--- config.mk ---
export PLATFORM = sky130hd
export DESIGN_NAME = store_buffer_unit
export DESIGN_NICKNAME = d
export VERILOG_FILES = /design/src/rtl/store_buffer_unit.sv
export SDC_FILE = /design/constraint.sdc
export NUM_CORES = 1
export LEC_CHECK = 0
export CAP_MARGIN = 30
export CORE_MARGIN = 1.5
export CORE_UTILIZATION = 29
export DETAILED_ROUTE_END_ITERATION = 10
export HOLD_SLACK_MARGIN = 0.08
export SLEW_MARGIN = 20
export SYNTH_ARGS = -nofsm -noshare
export SYNTH_HDL_FRONTEND = slang
export SYNTH_SLANG_ARGS = --single-unit
--- constraint.sdc ---
create_clock -name clk -period 7.6 [get_ports clk]
set_clock_uncertainty 0.1 [all_clocks]
set_input_delay 1.52 -clock clk [delete_from_list [all_inputs] [get_ports clk]]
set_output_delay 1.52 -clock clk [all_outputs]
set_load 0.1 [all_outputs]
--- src/rtl/store_buffer_unit.sv ---
// Store formatter plus coalescing store buffer for the MEM stage.
// Formats SB/SH/SW, flags AdES, queues stores and drains them to DM.
module store_buffer_unit #(
    parameter int DEPTH    = 4,
    parameter int ADDR_W   = 32,
    parameter bit MERGE_EN = 1'b1
) (
    input  logic                       clk,
    input  logic                       reset_n,
    input  logic                       st_valid,
    input  logic [1:0]                 st_op,
    input  logic [ADDR_W-1:0]          st_addr,
    input  logic [31:0]                st_data,
    input  logic                       req,
    output logic                       st_ready,
    output logic                       exc_ades,
    output logic                       dm_valid,
    output logic [ADDR_W-1:0]          dm_addr,
    output logic [3:0]                 dm_byteen,
    output logic [31:0]                dm_wdata,
    input  logic                       dm_ready,
    input  logic [ADDR_W-1:0]          ld_addr,
    output logic                       ld_hit,
    output logic                       empty,
    output logic [$clog2(DEPTH+1)-1:0] count
);

    localparam int PTR_W = $clog2(DEPTH);
    localparam int CNT_W = $clog2(DEPTH + 1);
    localparam int WA_W  = ADDR_W - 2;

    localparam logic [CNT_W-1:0] L_DEPTH = CNT_W'(DEPTH);
    localparam logic [CNT_W-1:0] L_TWO   = CNT_W'(2);

    // Buffer storage: word address, byte enables, lane-aligned data.
    logic [WA_W-1:0]  r_addr [DEPTH];
    logic [3:0]       r_be   [DEPTH];
    logic [31:0]      r_data [DEPTH];
    logic [DEPTH-1:0] r_vld;
    logic [PTR_W-1:0] r_head;
    logic [PTR_W-1:0] r_tail;
    logic [CNT_W-1:0] r_count;

    logic [1:0]       w_off;
    logic [WA_W-1:0]  w_word;
    logic [WA_W-1:0]  w_ld_word;
    logic [3:0]       w_be;
    logic [31:0]      w_wdata;
    logic             w_mis;
    logic             w_op_ok;
    logic             w_deq;
    logic [PTR_W-1:0] w_tail_m1;
    logic             w_merge_ok;
    logic             w_acc;
    logic             w_push;
    logic             w_merge;
    logic [31:0]      w_merge_data;
    logic             w_hit;
    logic             w_empty;

    assign w_off     = st_addr[1:0];
    assign w_word    = st_addr[ADDR_W-1:2];
    assign w_ld_word = ld_addr[ADDR_W-1:2];
    assign w_empty   = (r_count == '0);

    // Lane placement and byte enables for the incoming store.
    always_comb begin
        w_be    = 4'b0000;
        w_wdata = 32'h0;
        unique case (st_op)
            2'b01: begin
                w_be    = 4'b0001 << w_off;
                w_wdata = {24'h0, st_data[7:0]} << {w_off, 3'b000};
            end
            2'b10: begin
                if (w_off[1]) begin
                    w_be    = 4'b1100;
                    w_wdata = {st_data[15:0], 16'h0};
                end else begin
                    w_be    = 4'b0011;
                    w_wdata = {16'h0, st_data[15:0]};
                end
            end
            2'b11: begin
                w_be    = 4'b1111;
                w_wdata = st_data;
            end
            default: begin
                w_be    = 4'b0000;
                w_wdata = 32'h0;
            end
        endcase
    end

    // Alignment check: halfwords on even bytes, words on word boundaries.
    always_comb begin
        w_mis = 1'b0;
        unique case (st_op)
            2'b10:   w_mis = w_off[0];
            2'b11:   w_mis = |w_off;
            default: w_mis = 1'b0;
        endcase
    end

    assign w_op_ok  = st_valid & (st_op != 2'b00) & ~req;
    assign exc_ades = w_op_ok & w_mis;

    assign w_deq     = dm_valid & dm_ready;
    assign w_tail_m1 = r_tail - 1'b1;

    // The head entry is excluded (count>=2) so DM sees stable data.
    assign w_merge_ok = MERGE_EN
                      & (r_count >= L_TWO)
                      & (r_addr[w_tail_m1] == w_word);

    // Ready may follow dm_ready in the same cycle when full.
    assign st_ready = (r_count < L_DEPTH) | w_deq | w_merge_ok;

    assign w_acc   = w_op_ok & ~w_mis & st_ready;
    assign w_merge = w_acc & w_merge_ok;
    assign w_push  = w_acc & ~w_merge_ok;

    // Newly enabled bytes overwrite the tail entry, the rest are kept.
    always_comb begin
        w_merge_data = r_data[w_tail_m1];
        for (int b = 0; b < 4; b++) begin
            if (w_be[b]) begin
                w_merge_data[8*b +: 8] = w_wdata[8*b +: 8];
            end
        end
    end

    // Load hazard: any buffered store to the same word stalls the load.
    always_comb begin
        w_hit = 1'b0;
        for (int i = 0; i < DEPTH; i++) begin
            if (r_vld[i] && (r_addr[i] == w_ld_word)) begin
                w_hit = 1'b1;
            end
        end
    end

    // FIFO state: pop at head on deq, push or coalesce at tail on accept.
    always_ff @(posedge clk) begin
        if (!reset_n) begin
            r_head  <= '0;
            r_tail  <= '0;
            r_count <= '0;
            r_vld   <= '0;
            for (int i = 0; i < DEPTH; i++) begin
                r_addr[i] <= '0;
                r_be[i]   <= '0;
                r_data[i] <= '0;
            end
        end else begin
            if (w_deq) begin
                r_vld[r_head] <= 1'b0;
                r_head        <= r_head + 1'b1;
            end
            if (w_push) begin
                r_vld[r_tail]  <= 1'b1;
                r_addr[r_tail] <= w_word;
                r_be[r_tail]   <= w_be;
                r_data[r_tail] <= w_wdata;
                r_tail         <= r_tail + 1'b1;
            end
            if (w_merge) begin
                r_be[w_tail_m1]   <= r_be[w_tail_m1] | w_be;
                r_data[w_tail_m1] <= w_merge_data;
            end
            r_count <= r_count + CNT_W'(w_push) - CNT_W'(w_deq);
        end
    end

    assign dm_valid  = ~w_empty;
    assign dm_addr   = {r_addr[r_head], 2'b00};
    assign dm_byteen = r_be[r_head];
    assign dm_wdata  = r_data[r_head];
    assign ld_hit    = w_hit;
    assign empty     = w_empty;
    assign count     = r_count;

endmodule
Word level (Yosys, flattened, before mapping)
Memories as Yosys holds them, arrays and structs flattened. A register that Yosys moved wholly into a read port is not among the register bits.
Index checks and enable logic that the tools add are counted.
- output and inout bits: 76
- bits in writable memories: 264
- memories: 3
- word-level logic and storage cells: 117
- flip-flop bits (word level): 11
- input port bits: 103
- bitwise gates (word level): 19
- multiplexer cells: 48
- eq/ne operators: 12
- reduce and logical (&&, ||, !) cells: 18
- shift operators: 2
- magnitude comparators: 6
- add/sub/neg operators: 5
- memories (memory ; words ; bits a word ; read ports ; clocked after Yosys merged registers in ; wr ports ; line ; text):
    r_data ; 4 ; 32 ; 1 ; 1 ; 4 ; 38 ; logic [31:0] r_data [DEPTH];
    r_addr ; 4 ; 30 ; 6 ; 1 ; 4 ; 36 ; logic [WA_W-1:0] r_addr [DEPTH];
    r_be ; 4 ; 4 ; 2 ; 1 ; 4 ; 37 ; logic [3:0] r_be [DEPTH];
- operator list (kind ; count):
    $eq A30 B30 Y1 ; 5
    $mux W32 ; 3
    $pmux W32 S3 ; 1
    $reduce_or A32 Y1 ; 2
    $mux W8 ; 4
    $shl A8 B5 Y32 ; 1
    $mux W30 ; 1
    $reduce_or A30 Y1 ; 1
    $mux W4 ; 7
    $mux W2 ; 11
    $mux W1 ; 17
    $pmux W4 S3 ; 1
    $and A1 B1 Y1 ; 9
    $or A4 B4 Y4 ; 2
    $reduce_and A2 Y1 ; 4
    $reduce_or A4 Y1 ; 2
    $logic_and A1 B1 Y1 ; 6
    $lt A2 B3 Y1 const B ; 2
    $add A2 B1 Y2 const B ; 2
    $and A4 B4 Y4 ; 1
    $demux W1 S2 ; 2
    $eq A2 B2 Y1 const B ; 2
    $ge A2 B1 Y1 const B ; 2
    $ne A1 B1 Y1 const B ; 4
    other kinds (14) ; 18

Logic depth before layout (Yosys ltp)
Gate-level depths: netlist (run 1).
- depth after elaboration: 13
- depth in mapped cells: 21
- gate-level depth less buffers: 15

Worst setup path before layout (run 1)
Ideal clock, no wire load.
- path kind: input port to output port
- start point: input port st_op[1]
- end point: output port exc_ades
- cell stages on the path: 2
- path buffers: 1
- required time: 5.980 ns
- arrival: 4.007 ns
- setup slack: 1.973 ns
- cells stage by stage: clkbuf_1 > nor3b_1
- cells in the longest elaborated chain, start to end: 4
- elaborated cells on any way between the ends: 7
- those cells by class: eq/ne: 2; mux: 1; bitwise: 3; reduce/logical: 1
- RTL lines (element ; line ; text):
    start, declared ; 11 ; input logic [1:0] st_op,
    $reduce_bool A2 Y1 ; 105 ; assign w_op_ok = st_valid & (st_op != 2'b00) & ~req;
    $and A1 B1 Y1 (2 in a row) ; 105 ;
    $and A1 B1 Y1 (*) ; 106 ; assign exc_ades = w_op_ok & w_mis;
    end, declared ; 16 ; output logic exc_ades,
Mark *: on every way between the ends. The rest lies on a longest branch, timed or not.

Worst setup path after layout (run 1)
- start point: register r_tail[0]
- end point: output port st_ready
- cells in the longest elaborated chain, start to end: 5
- RTL lines (element ; line ; text):
    start, declared ; 41 ; logic [PTR_W-1:0] r_tail;
    start signal, assigned ; 165 ; r_tail <= r_tail + 1'b1;
    $sub A2 B1 Y2 ; 109 ; assign w_tail_m1 = r_tail - 1'b1;
    named net w_tail_m1[0] ; 52 ; logic [PTR_W-1:0] w_tail_m1;
    $mem_v2 Z4 W30 ; - ;
    $eq A30 B30 Y1 ; 114 ; & (r_addr[w_tail_m1] == w_word);
    $and A1 B1 Y1 ; 114 ;
    $or A1 B1 Y1 ; 117 ; assign st_ready = (r_count < L_DEPTH) | w_deq | w_merge_ok;
    end, declared ; 15 ; output logic st_ready,
The timed path passes the listed nets, and every way through them passes these cells.

==> PnR_summary.wiki, run 1 <==
{| class="wikitable"
! Metric !! Value
|-
| Hold buffers post-CTS || 0
|-
| Clock root buffer || clkbuf_16
|-
| Pwr Density || 289 nW/µm²
|-
| Async set-reset flop share out of synthesis || 0
|-
| Vias || 10.9k
|-
| Status || completed
|-
| Design Area, Final || 19,100 µm²
|-
| Fraction of met3 tracks used by global routing || 0.0349
|-
| Library cell contributing the largest single delay on the critical path || ha_1
|-
| Final routed DRC violation total || 0
|-
| Final worst path period need || 6.34 ns
|-
| Endpoint kind of the worst setup timing path || output port
|-
| EDFF count, synth || 264
|-
| Nets || 1,507
|-
| Syn Inst Count || 1,227
|-
| Maximum buffer depth of the clock tree || 3
|-
| Number of library cell types mapped by synthesis || 57
|-
| Required time of the critical path || 5.98 ns
|-
| Worst slew margin || 0.299
|-
| Vias in the first global route || 11.2k
|-
| Peak supply drop || 0.180 mV
|-
| Final Hold Vio Count || 0
|-
| Static Leak || 6.51 nW
|-
| Drt total wl || 48,700 µm
|-
| Port buffer count || 174
|-
| Wire length of the first global-routing pass || 71,300 µm
|-
| Area fraction of the dominant cell type after synthesis || 0.517
|-
| Clock sink total || 277
|-
| Iteration-0 DRC Markers || 1,042
|-
| Data arrival time at the worst-slack endpoint || 4.72 ns
|-
| Synth warnings || 0
|-
| Setup total negative slack || 0 ns
|-
| Most used flip-flop cell after synthesis || edfxtp_1
|-
| Die Y || 233 µm
|-
| Clock tree from TritonCTS || yes
|-
| Pin count of the biggest net entering global routing || 45
|-
| Vias per Instance || 5.18
|-
| Clock insertion delay at the later pin of the skew report || 0.54 ns
|-
| Ports || 179
|-
| Area of the mapped netlist || 15,300 µm²
|-
| Worst Hold Margin || 0.453 ns
|-
| Effective utilization at floorplan || 0.292
|-
| Total global routing overflow || 0
|-
| Critical path type || reg2out
|-
| Final worst-path cycle share || 0.834
|-
| Number of iterations in the first detailed-routing pass || 5
|-
| Count of max-cap constraint violations || 0
|-
| Slew at the pin closest to its max-slew limit || 1.05 ns
|-
| Cells along the critical path || inv_1 > ha_1 > buf_4 > mux4_2 > xnor2_1 > nand4_1 > a211oi_2 > nand2_1 > o21ai_2 > buf_12
|-
| Placer's final routability congestion estimate || 0.970
|-
| Count of buffers added by post-CTS timing repair for setup || 0
|-
| Std cell rows || 84
|-
| Setup repair after global routing missed its margin || false
|-
| Avg Synthesized Cell Area || 12.5 µm²
|-
| Floorplan Core Area || 52,400 µm²
|-
| Main area contributors after synthesis || edfxtp_1 (52%), mux4_2 (12%), xnor2_1 (6.2%)
|-
| Met2 usage in global routing || 0.297
|-
| Clock transition at the registers of the reported paths || 0.06 ns
|-
| Stage delay of the slowest cell on the critical path || 0.74 ns
|-
| Layout-stage area growth over the synthesis result || 24.3%
|-
| Fmax || 0.158 GHz
|-
| Number of failing setup endpoints in the final timing report || 0
|-
| Number of antenna violations at the first check in global routing || 3
|-
| Cell Area, Placed || 18,000 µm²
|-
| Worst min path class || reg2reg
|-
| Resized Gates After CTS || 0
|-
| Sequential fraction of the synthesis area || 0.534
|-
| Met1 Usage GRT || 0.228
|-
| Area of the die || 54,300 µm²
|-
| #FFs+latches synth || 277
|-
| Peak-usage layer in the global routing report || met2
|-
| Total global routing track utilization || 0.179
|-
| CTS H-Tree Depth || 2
|-
| Fraction of final layout cells with drive strength greater than 1 || 0.137
|-
| Average wire per cell in the routed design || 23.1 µm
|-
| CTS Buf Count || 34
|-
| ANT nets after route || 0
|-
| Top post-synthesis cells by count || edfxtp_1 (264), nor2_1 (155), xnor2_1 (108), mux4_2 (85), nor3_1 (78)
|-
| Total power consumption of the routed design || 5.50 mW
|-
| Die X-Extent || 233 µm
|-
| Final slew viol count || 0
|-
| Top cell type by total area after synthesis || edfxtp_1
|-
| Kind of start point of the critical path || flop
|-
| Most frequent cell after synthesis || edfxtp_1
|-
| Half-perimeter wire length after detailed placement || 34,500 µm
|-
| CP Max Fanout || 16
|}
==> worst paths after layout <==
check	start	end	slack [ns]	cells past startpoint
max	r_tail[0]	st_ready	1.26	10
min	r_vld[1]	r_vld[1]	0.45	1
min reg2reg	r_vld[1]	r_vld[1]	0.45	1
max reg2reg	r_tail[0]	r_data[1][10]	1.55	12
==> state kept, by name, summed over array words and instances, names as in the netlist, named ones only <==
name    flops
r_data    128
r_addr    120
r_be       16
r_vld       4
count       3
r_head      2
r_tail      2
==> kinds of logic (layout without fill, tap and decap cells) <==
group	count (synthesis)	after routing	synth area share
AOI/OAI and AO/OA	103	103	0.0512
xor gates and xnor gates	152	152	0.0868
adders and majority gates	12	12	0.0103
buffers and inverters	158	345	0.0430
DFF	277	277	0.534
muxes	115	115	0.145
other	1	3	0.000245
and+or+nand+nor	409	409	0.130
==> cell usage in the layout (no fill, tap or decap), types with 3 or more instances in the layout <==
master / count
clkbuf_1: 11
and4_1: 3
nand3_1: 17
clkinv_1: 4
xor2_1: 44
a22o_1: 17
edfxtp_1: 264
nor3_1: 78
o22ai_1: 7
nor4_1: 19
a21oi_1: 14
clkinv_2: 3
o21ai_0: 10
nor2b_1: 3
mux2i_1: 29
inv_1: 66
nand2_1: 38
nand4_1: 37
o31ai_1: 7
nand2b_1: 7
mux4_2: 85
buf_4: 41
clkbuf_16: 35
buf_16: 5
clkdlybuf4s50_1: 173
ha_1: 11
nor2_1: 154
xnor2_1: 108
and2_1: 42
a32o_1: 4
a211oi_1: 4
dfxtp_1: 10
a22oi_1: 21
dfxtp_4: 3
==> routing by layer <==
metal | wire, µm | vias up
li1 | - | 4873
met4 | 1840 | 4
met3 | 3360 | 96
met5 | 24 | -
met2 | 23700 | 417
met1 | 19800 | 5509
==> critical path: cells and delay by family (launching register included) <==
family,cells,cell delay (ns)
AOI/OAI and AO/OA,2,1.02
xor gates and xnor gates,1,0.26
buffers and inverters,3,0.83
DFF,1,0.49
adders and majority gates,1,0.74
and+or+nand+nor,2,0.49
muxes,1,0.35
==> report_power, final <==
| part | internal (mW) | switching, mW | total, mW |
|---|---|---|---|
| combinational | 0.645 | 1.49 | 2.13 |
| sequential | 1.76 | 0.0917 | 1.85 |
| clock | 0.891 | 0.633 | 1.52 |
==> through the flow <==
step | cells | setup slack, ns | utilization
final | 2104 | 1.26 | 0.363
after global routing | 2103 | 1.10 | 0.363
after CTS | 2102 | 1.24 | 0.363
after detailed placement | 2043 | 1.55 | 0.343
after global placement | 2038 | 1.56 | 0.341
after floorplan | 1228 | 1.97 | -
==> layout make-up <==
class	count	area, µm²
Fill cell	5069	33400
Sequential cell	277	8200
Multi-Input combinational cell	793	6520
Timing Repair Buffer	220	2200
Clock buffer	47	931
Tap cell	688	861
Inverter	66	248
Clock inverter	12	92.6
Antenna cell	1	2.50
Power figures use the tool's default switching activity.
==> run 2, diff against run 1 <==
- clock period: 7.6 -> 5.2 ns (I/O delays scaled with it)
==> run 2 against run 1 <==
Net effect:
- wire length is 0.92% higher
- die area stayed put
- clock-buffer cell count is 7 lower
- critical path depth is 1 higher
- sequential share of layout area is 0.41 points lower
- register-to-register slack worse by 1.1 ns
- sequential power is 49% higher
- core utilization is 0.35 points higher
- final cell count is 0.48% higher
- via count is 0.42% higher
- clock power is 55% higher
- critical path type unchanged
- largest cell class unchanged
==> PnR_summary.wiki, run 2 (synthesis gave the netlist of run 1 again) <==
{| class="wikitable"
! Metric !! Value
|-
| Number of iterations in the first detailed-routing pass || 5 (unchanged)
|-
| Static Leak || 6.62 nW (+1.8%)
|-
| Pwr Density || 425 nW/µm² (+47%)
|-
| Worst R2R Start || r_tail[0]
|-
| Endpoint kind of the worst setup timing path || output port
|-
| Hold wc startpoint || r_vld[0]
|-
| Sequential cell area in the final layout || 8200 µm² (unchanged)
|-
| Clk pwr share || 0.289 (+0.012)
|-
| Pin count of the biggest net entering global routing || 47 (+4.4%)
|-
| Number of failing setup endpoints in the final timing report || 0 (unchanged)
|-
| Half-perimeter wire length after detailed placement || 34,500 µm (about the same)
|-
| Slew at the pin closest to its max-slew limit || 1.02 ns (-0.0321 ns)
|-
| Area of the die || 54,300 µm² (unchanged)
|-
| Final slew viol count || 0 (unchanged)
|-
| ANT nets after route || 0 (unchanged)
|-
| Total global routing track utilization || 0.180 (+0.00165)
|-
| Destination of the worst hold path || r_vld[0]
|-
| Required time of the critical path || 4.06 ns (-1.92 ns)
|-
| Total global routing overflow || 0 (unchanged)
|-
| Status || completed
|-
| Fraction of power spent switching nets || 0.402 (about the same)
|-
| Average wire per cell in the routed design || 23.2 µm (+0.45%)
|-
| Kind of start point of the critical path || flop
|-
| Drt total wl || 49,100 µm (+0.92%)
|-
| Count of max-cap constraint violations || 0 (unchanged)
|-
| Wire length of the first global-routing pass || 71,700 µm (+0.56%)
|-
| Net switching power || 3.28 mW (+48%)
|-
| Maximum buffer depth of the clock tree || 3 (unchanged)
|-
| Worst-case reg-to-reg path depth || 12 (unchanged)
|-
| Final Hold Vio Count || 0 (unchanged)
|-
| Multi-input gate area in the final layout || 6560 µm² (+0.63%)
|-
| Final routed DRC violation total || 0 (unchanged)
|-
| Clock root buffer || clkbuf_16
|-
| Layout-stage area growth over the synthesis result || 25.5%
|-
| Fraction of final layout cells with drive strength greater than 1 || 0.156 (+0.0187)
|-
| Worst min path class || reg2reg
|-
| Critical Path Source || r_tail[0]
|-
| Setup slack on the worst flop-to-flop path || 0.47 ns (-1.08 ns)
|-
| Placer's final routability congestion estimate || 0.941 (-3.0%)
|-
| Clock sink total || 277 (unchanged)
|-
| Register with the most flip-flops || r_data
|-
| CTS H-Tree Depth || 2 (unchanged)
|-
| Nets || 1,517 (+0.66%)
|-
| Data arrival time at the worst-slack endpoint || 3.86 ns (-0.86 ns)
|-
| Vias in the first global route || 11.1k (-1.1%)
|-
| Worst hold stages || 1 (unchanged)
|-
| Die X-Extent || 233 µm (unchanged)
|-
| Setup total negative slack || 0 ns (unchanged)
|-
| Most common library cell in the layout ignoring fill and taps || edfxtp_1
|-
| Logic pwr share || 0.375 (-0.012)
|-
| Std cell rows || 84 (unchanged)
|-
| Total power consumption of the routed design || 8.18 mW (+49%)
|-
| Fmax || 0.200 GHz
|-
| Critical path type || reg2out
|-
| Ports || 179 (unchanged)
|-
| Effective utilization at floorplan || 0.292 (unchanged)
|-
| Clock tree from TritonCTS || yes
|-
| Internal Power || 4.89 mW (+49%)
|-
| Filler instances || 5,056 (-0.26%)
|-
| Vias per Instance || 5.18 (about the same)
|-
| Reg-to-Reg End || r_data[1][7]
|-
| CP Max Fanout || 14 (-2)
|-
| Vias || 10.9k (+0.42%)
|-
| Clock insertion delay at the later pin of the skew report || 0.54 ns (about the same)
|-
| Peak supply drop || 0.209 mV (+16%)
|-
| Final worst path period need || 5.00 ns
|-
| Final worst-path cycle share || 0.962
|-
| Number of antenna violations at the first check in global routing || 0 (-3)
|-
| Worst Hold Margin || 0.512 ns (+0.0594 ns)
|-
| Clock transition at the registers of the reported paths || 0.06 ns (about the same)
|-
| Floorplan Core Area || 52,400 µm² (unchanged)
|-
| Sequential share of power || 0.336 (about the same)
|-
| Commonest non-fill, non-tap cells in the layout || edfxtp_1 (264), clkdlybuf4s50_1 (168), nor2_1 (154)
|-
| Port buffer count || 174 (unchanged)
|-
| Worst slew margin || 0.318 (+0.0193)
|-
| Setup repair after global routing missed its margin || false
|-
| Number of flip-flops under the largest register name || 128 (unchanged)
|-
| Largest registers || r_data (128), r_addr (120), r_be (16)
|-
| CTS Buf Count || 34 (unchanged)
|-
| Iteration-0 DRC Markers || 1,089 (+4.5%)
|-
| Die Y || 233 µm (unchanged)
|}
==> run 2: worst max path at each step <==
stage	to	depth (start not counted)
after floorplan	r_data[0][0]	17
after global placement	r_addr[2][15]	10
after detailed placement	r_addr[2][20]	10
after CTS	st_ready	10
after global routing	st_ready	11
final	st_ready	11
==> run 2: layout make-up <==
type	count	area share
diodes	1	0.000130
clock buffers	40	0.0465
clock inverters	19	0.0105
inverters	66	0.0129
multi-input cells	793	0.341
flip-flops and latches	277	0.426
well taps	688	0.0448
repair buffers	230	0.118
==> run 2: what timing repair did <==
item	CTS	global route
resized for setup	3	7
endpoints found under the setup margin	1	49
pin swaps	0	1
hold buffers	0	0
setup buffers	0	1
==> run 2: critical path, stage by stage (launching register included) <==
cell      delay (ns)
dfxtp_4         0.48
inv_1           0.20
ha_1            0.38
buf_6           0.24
mux4_2          0.34
xnor2_1         0.26
nand4_1         0.23
a211oi_4        0.45
nand2_2         0.20
o21ai_4         0.21
buf_12          0.14
buf_12          0.17
==> run 2: power by group through the flow <==
stage               clock, mW  sequential (mW)  combinational, mW
floorplan                   0             2.73               2.23
global placement            0             2.79               3.01
detailed placement          0             2.80               3.06
CTS                      2.40             2.75               3.08
global route             2.48             2.77               3.17
finish                   2.36             2.75               3.07
==> run 2: metal layers <==
| metal | vias to the layer above | routed length (µm) | track usage |
|---|---|---|---|
| li1 | 4897 | - | - |
| met1 | 5482 | 19900 | 0.232 |
| met2 | 475 | 23800 | 0.298 |
| met3 | 91 | 3440 | 0.0315 |
| met4 | 0 | 2000 | 0.0778 |
| met5 | - | 0 | 0 |
==> run 2: through the flow <==
stage / area (µm²) / utilization / setup slack [ns] / instances
5_1_grt: 19200 / 0.367 / 0.00626 / 2113
3_3_place_gp: 18000 / 0.343 / 0.222 / 2050
3_5_place_dp: 18100 / 0.344 / 0.196 / 2053
4_1_cts: 19200 / 0.366 / 0.0371 / 2112
2_1_floorplan: 15300 / - / 0.456 / 1228
6_report: 19200 / 0.367 / 0.197 / 2114
